**config.mk**
```make
export PLATFORM = sky130hd
export DESIGN_NAME = bcd_scan_counter
export DESIGN_NICKNAME = d
export VERILOG_FILES = /design/src/rtl/bcd_pkg.sv /design/src/rtl/bcd_digit.sv /design/src/rtl/bcd_scan_counter.sv
export SDC_FILE = /design/constraint.sdc
export NUM_CORES = 1
export LEC_CHECK = 0
export ABC_AREA = 1
export CAP_MARGIN = 20
export CORE_AREA = 2 2 80 82
export DETAILED_ROUTE_END_ITERATION = 10
export DIE_AREA = 0 0 82 84
export GPL_ROUTABILITY_DRIVEN = 0
export MAX_ROUTING_LAYER = met4
export PLACE_DENSITY = 0.68
export SETUP_SLACK_MARGIN = 0.05
export SLEW_MARGIN = 0
export SYNTH_ARGS = -nofsm -noshare
export SYNTH_HDL_FRONTEND = slang
export SYNTH_HIERARCHICAL = 1
export SYNTH_SLANG_ARGS = --single-unit
```
**constraint.sdc**
```tcl
create_clock -name clk -period 3.2 [get_ports clk]
set_clock_uncertainty 0.2 [all_clocks]
set_input_delay 0.96 -clock clk [delete_from_list [all_inputs] [get_ports clk]]
set_output_delay 0.96 -clock clk [all_outputs]
set_load 0.02 [all_outputs]
```
**src/rtl/bcd_pkg.sv**
```systemverilog
// Shared constants for the 4-digit BCD counter and its multiplexed 7-segment scan.
package bcd_pkg;

   localparam int unsigned NDIG    = 4;
   localparam logic [3:0]  BCD_MAX = 4'd9;

   // Active-low digit enables, indexed by scan position (0 = units)
   localparam logic [3:0] SEL_PAT [NDIG] = '{4'b1110, 4'b1101, 4'b1011, 4'b0111};

   typedef enum logic [1:0] {
      DIG_UNITS     = 2'd0,
      DIG_TENS      = 2'd1,
      DIG_HUNDREDS  = 2'd2,
      DIG_THOUSANDS = 2'd3
   } digit_idx_t;

   function automatic logic [3:0] bcd_sanitize(input logic [3:0] n);
      return (n > BCD_MAX) ? '0 : n;
   endfunction

endpackage

```
**src/rtl/bcd_digit.sv**
```systemverilog
// One decade of the BCD counter: loadable, bidirectional, with a combinational
// terminal-count flag used to build the enable chain.
module bcd_digit
   import bcd_pkg::*;
(
   input  logic       clk,
   input  logic       rst,
   input  logic       load,
   input  logic [3:0] d,
   input  logic       en,
   input  logic       up,
   output logic [3:0] q,
   output logic       co
);

   always_ff @(posedge clk) begin
      if (rst) begin
         q <= '0;
      end else if (load) begin
         q <= bcd_sanitize(d);
      end else if (en) begin
         if (up) begin
            q <= (q == BCD_MAX) ? '0 : q + 4'd1;
         end else begin
            q <= (q == '0) ? BCD_MAX : q - 4'd1;
         end
      end
   end

   assign co = up ? (q == BCD_MAX) : (q == '0);

endmodule

```
**src/rtl/bcd_scan_counter.sv**
```systemverilog
// Four-digit BCD up/down counter with wrap pulse and a time-multiplexed digit
// scan for a common-anode style 7-segment display.
module bcd_scan_counter
   import bcd_pkg::*;
#(
   parameter int unsigned SCAN_DIV = 50000
)
(
   input  logic        clk,
   input  logic        rst,
   input  logic        en,
   input  logic        up,
   input  logic        load,
   input  logic [15:0] load_val,
   output logic [15:0] count,
   output logic        carry,
   output logic [3:0]  digit,
   output logic [3:0]  sel
);

   localparam int unsigned     DIV_W    = (SCAN_DIV > 1) ? $clog2(SCAN_DIV) : 1;
   localparam logic [DIV_W-1:0] DIV_LAST = DIV_W'(SCAN_DIV - 1);

   logic [NDIG-1:0] co;
   logic [NDIG:0]   dig_en;
   logic [DIV_W-1:0] div;
   digit_idx_t      idx;
   digit_idx_t      nxt_idx;

   // Each digit steps only when every lower digit is at its terminal value;
   // the top entry of the chain is therefore the wrap condition.
   assign dig_en[0] = en;
   for (genvar g = 1; g <= NDIG; g++) begin : g_chain
      assign dig_en[g] = en & (&co[g-1:0]);
   end

   for (genvar g = 0; g < NDIG; g++) begin : g_digit
      bcd_digit u_digit (
         .clk  (clk),
         .rst  (rst),
         .load (load),
         .d    (load_val[4*g +: 4]),
         .en   (dig_en[g]),
         .up   (up),
         .q    (count[4*g +: 4]),
         .co   (co[g])
      );
   end

   always_ff @(posedge clk) begin
      if (rst) begin
         carry <= 1'b0;
      end else begin
         carry <= ~load & dig_en[NDIG];
      end
   end

   assign nxt_idx = digit_idx_t'(idx + 2'd1);

   always_ff @(posedge clk) begin
      if (rst) begin
         div <= '0;
         idx <= DIG_UNITS;
         sel <= SEL_PAT[0];
      end else if (div == DIV_LAST) begin
         div <= '0;
         idx <= nxt_idx;
         sel <= SEL_PAT[nxt_idx];
      end else begin
         div <= div + DIV_W'(1);
      end
   end

   always_comb begin
      digit = '0;
      unique case (idx)
         DIG_UNITS:     digit = count[3:0];
         DIG_TENS:      digit = count[7:4];
         DIG_HUNDREDS:  digit = count[11:8];
         DIG_THOUSANDS: digit = count[15:12];
         default:       digit = '0;
      endcase
   end

endmodule

```
Word-level counts from Yosys, hierarchy flattened
Cells that the tools add are included.
Widths: inputs -> output; s select.
{"block": "word_totals", "register_bits": 39, "in_bits": 21, "out_inout_bits": 25, "word_cells": 83}
{"block": "op_classes", "addsub": 10, "magnitude_cmp": 5, "eq_ne": 8, "n_mux": 32, "n_bitwise": 7, "reduce_logical": 13}
{"cell": "$mux 4", "count": 26}
{"cell": "$add 16x1->16 const B", "count": 1}
{"cell": "$add 4x1->4 const B", "count": 4}
{"cell": "$eq 16x16->1 const B", "count": 1}
{"cell": "$eq 4x4->1 const B", "count": 4}
{"cell": "$gt 4x4->1 const B", "count": 4}
{"cell": "$logic_not 4->1", "count": 4}
{"cell": "$pmux 4 s4", "count": 1}
{"cell": "$sub 4x1->4 const B", "count": 4}
{"cell": "$bmux 4 s2", "count": 1}
{"cell": "$reduce_bool 2->1", "count": 4}
{"cell": "$and 1x1->1", "count": 5}
{"cell": "$eq 2x2->1 const B", "count": 2}
{"cell": "$mux 1", "count": 4}
{"cell": "$reduce_and 4->1", "count": 1}
{"cell": "$ge 3x3->1 const B", "count": 1}
{"cell": "$not 2->3", "count": 1}
{"cell": "$reduce_and 3->1", "count": 1}
{"cell": "$add 2x1->2 const B", "count": 1}
{"cell": "$eq 2x1->1 const B", "count": 1}
{"cell": "$logic_not 2->1", "count": 1}
{"cell": "$reduce_and 2->1", "count": 1}
{"cell": "$reduce_or 2->1", "count": 1}
{"cell": "$not 1->1", "count": 1}

Depth between registers and ports, before layout
{"block": "depth", "word_depth": 6, "depth_mapped": 14, "ltp_nobuf": 14}

By module
Netlist, hierarchy kept.
{"mod": "bcd_digit", "instances": 4, "cells_each": 66, "area_each_um2": 366.6, "seq_area_each_um2": 80.1}
{"mod": "bcd_scan_counter", "instances": 1, "cells_each": 189, "area_each_um2": 1281.2, "seq_area_each_um2": 460.4}

Worst setup path before layout
Ideal clock, no wire load.
{"block": "synth_timing", "kind": "reg2out", "from": "register idx[0]", "to": "output port digit[0]", "arrival_time_ns": 1.226, "required_ns": 2.040, "slack_ns": 0.814, "path_stages_with_launch": 6, "n_path_buf": 0, "cell_sequence": "dfxtp_1 > inv_1 > ha_1 > inv_1 > nor2_1 > a31oi_1"}
{"block": "synth_between", "elab_chain_len": 2, "word_cells_on_any_way": 5, "classes_between": "3 x eq/ne; 1 x mux; 1 x reduce/logical"}
{"element": "start: declaration", "line_no": "bcd_scan_counter.sv:27", "text": "digit_idx_t idx;"}
{"element": "start signal: assignment", "line_no": "bcd_scan_counter.sv:67", "text": "idx <= nxt_idx;"}
{"element": "$eq 2x2->1 (tied with other cells)", "line_no": "bcd_scan_counter.sv:76", "text": "unique case (idx)"}
{"element": "$pmux 4 s4 (*)", "line_no": "bcd_scan_counter.sv:76"}
{"element": "end: declaration", "line_no": "bcd_scan_counter.sv:17", "text": "output logic [3:0] digit,"}
Every way passes the cells marked *; elsewhere a longest branch is shown, timed or not.

Worst setup path after layout
{"block": "layout_timing", "from": "register idx[0]", "to": "output port digit[1]"}
The elaborated chain is that of the path after synthesis.

==> impl_results.md <==
- Outcome: finished, final reports clean
- Number of global-route vias before repair: 2,683
- # diodes: 0
- Drt wl/cell: 12.0 um
- Post-synthesis simple-gate area fraction: 43.1%
- Global-route usage over all layers: 21.7%
- DRC errors left: 0
- Avg Inst Size Synth: 6.07 um2
- R2r worst-path depth: 13
- CP arrival: 1.78 ns
- HPWL Detailed: 5.56 mm
- Final Cycle Share: 91.8%
- Compound-gate portion of the synthesized area: 14.7%
- Drt total wl: 7.12 mm
- Setup Fix Bufs, Post-CTS: 0
- Commonest non-fill, non-tap cell in the layout: nand2_1
- Die W: 82 um
- WS Path Type: flop to primary output
- TritonCTS Sinks: 39
- Slowest library cell on the worst path: dfxtp_1
- Setup ws final: 0.263 ns
- Final ANT Viol Nets: 0
- Largest net degree at the start of global routing: 17
- Critical-path cell list: inv_1 > ha_1 > inv_1 > nor2_1 > a31oi_1 > dlygate4sd2_1
- Initial antenna violation count: 0
- Synth Cell Area: 2750 um2
- Multiplexer share of the synthesized area: 0%
- Port Buf Inserts: 45
- Reg2reg start: g_digit[0].u_digit/q[0]
- XOR/XNOR Fraction of Synth Area: 0.956%
- CTS tree: done
- CTS clk-pin slew, worst paths: 0.08 ns
- Hold path startpoint: sel[3]
- FF-to-FF End: g_digit[3].u_digit/q[2]
- Dpl cells: 585
- Clk buf depth: 2
- R2R Setup Slk: 1.06 ns
- IO Pins: 46
- Fmax: 340 MHz
- Share of cells above drive strength 1: 10.5%
- Fin crit period: 2.94 ns
- Leakage: 1.56 nW
- Flops & latches, synth: 39
- CP Capture Type: primary output
- Slew Limit Fails: 0
- Setup WS pre-CTS: 0.181 ns
- Worst setup SP type: flop
- H-tree levels: 2
- RSZ-0062 raised after global routing: no
- Initial Util: 45.1%
- Area Overhead vs Synth: 26.0%
- Worst Max-Slew Pin Slew: 0.617 ns
- Final Hold Fails: 0
- Pwr Total: 0.00121 W
- Die footprint: 6890 um2
- Grt total ovfl: 0
- CTS root buf: clkbuf_8
- Clock latency on the worst-skew pair: 0.28 ns
- Largest family of logic cells by synthesized area: simple AND/OR/NAND/NOR gates
- Pwr Density: 349 nW/um2
- Post-Layout Cell Count: 592
- Seq/Total Area, Yosys: 28.4%
- # rows: 29
- CP max stage delay: 0.40 ns
- Syn nets: 480
- Post-route cell area: 3460 um2
- End of the worst hold path: sel[3]
- Vias/cell: 5.15
- Distinct cells, synth: 27
- Initial DRC Count: 160
- Core Area: 6100 um2
- Total CTS buffers: 5
- Hold depth: 2
- Setup violators final: 0
- Max-cap viol count: 0
- Hold-fix buffer count after cts: 0
- Via count: 3,050
- CP dominant cell by count: inv_1
- TNS Setup: 0 ns
- Max_slew headroom: 58.8%
- Placed cell areas: 3360 um2
- Syn Inst Count: 453
- Die height: 84 um
- Synth Area in Adders: 2.73%
- Crit path launch: idx[0]
- Yosys warnings: 6
- Crit Path Max Fanout: 5
- Total Nets Final: 542
- Worst min path class: flop to flop
- Worst Path Required: 2.04 ns
- Number of fill cells: 594
- VDD IR max: 181 uV
- Most frequent cells in the layout: nand2_1, inv_1, nor2_1
- DRT Pass-1 Iters: 5
- Global-route wire length before repair: 11.7 mm
-- Yosys cell counts, drive strengths merged --
master / count / area [um2]
nand3: 54 / 270
a31oi: 8 / 50.1
xnor2: 2 / 17.5
buf: 1 / 15.0
o21ai: 16 / 80.1
nand2: 133 / 529
inv: 70 / 263
nor2: 65 / 279
o221ai: 4 / 35.0
nand4: 7 / 43.8
o21bai: 1 / 7.51
o32ai: 4 / 35.0
a21oi: 33 / 195
nor4b: 1 / 8.76
ha: 6 / 75.1
or2: 1 / 6.26
dfxtp: 39 / 781
nand3b: 5 / 37.5
xor2: 1 / 8.76
nor3: 2 / 10.0
-- where the power goes --
group	switching [W]	internal, W
clock	0.000176	0.000228
sequential	0.0000244	0.000501
combinational	0.000160	0.000119
total	0.000361	0.000848
-- registers in the layout, indices dropped and copies added (netlist names) --
name	flops
g_digit.u_digit/q	16
carry	1
idx	2
div	16
sel	4
-- cells by family after synthesis --
kind of cell,Yosys count
AO/OA/AOI/OAI,66
adder cells (fa/ha/maj),6
XOR/XNOR,3
AND/OR/NAND/NOR,268
buffers and inverters,71
flip-flops,39
-- timing repair --
action                                  4_1_cts  5_1_grt
endpoints found under the setup margin        4        0
hold endpoints to repair                      0        0
resized for setup                             4        0
-- worst max path at each step --
stage                                          to  slack [ns]
final                                    digit[1]        0.26
after CTS                                digit[1]        0.23
after global placement    g_digit[3].u_digit/q[2]        0.29
after global routing                     digit[1]        0.14
after detailed placement  g_digit[3].u_digit/q[2]        0.18
after floorplan                          digit[0]        0.81
-- per-stage QoR --
stage	util, %	hold WS (ns)
3_3_place_gp	55.2	0.241
6_report	56.8	0.266
3_5_place_dp	55.2	0.246
5_1_grt	56.8	0.291
4_1_cts	56.8	0.270
2_1_floorplan	-	0.230
-- critical path, delay by kind of cell, from the launching register on --
| kind | cells | cell delay (ns) |
|---|---|---|
| adder cells (fa/ha/maj) | 1 | 0.28 |
| AO/OA/AOI/OAI | 1 | 0.17 |
| AND/OR/NAND/NOR | 1 | 0.05 |
| buffers and inverters | 3 | 0.59 |
| flip-flops | 1 | 0.40 |
-- metal layers --
| layer | track usage (%) | part of all wire, % | up-vias |
|---|---|---|---|
| li1 | - | - | 1592 |
| met1 | 29.7 | 49 | 1368 |
| met2 | 31.9 | 45 | 80 |
| met3 | 3.68 | 4.2 | 10 |
| met4 | 8.03 | 1.9 | 0 |
| met5 | - | 0 | - |
-- area by class of cell --
class,count,area [um2],share of cell area (%)
clock buffers,5,68.8,1.99
clock inverters,2,37.5,1.08
inverters,70,263,7.59
multi-input cells,343,1690,48.8
flip-flops and latches,39,781,22.5
well taps,77,96.3,2.78
repair buffers,56,528,15.2
(Power assumes the default switching activity.)
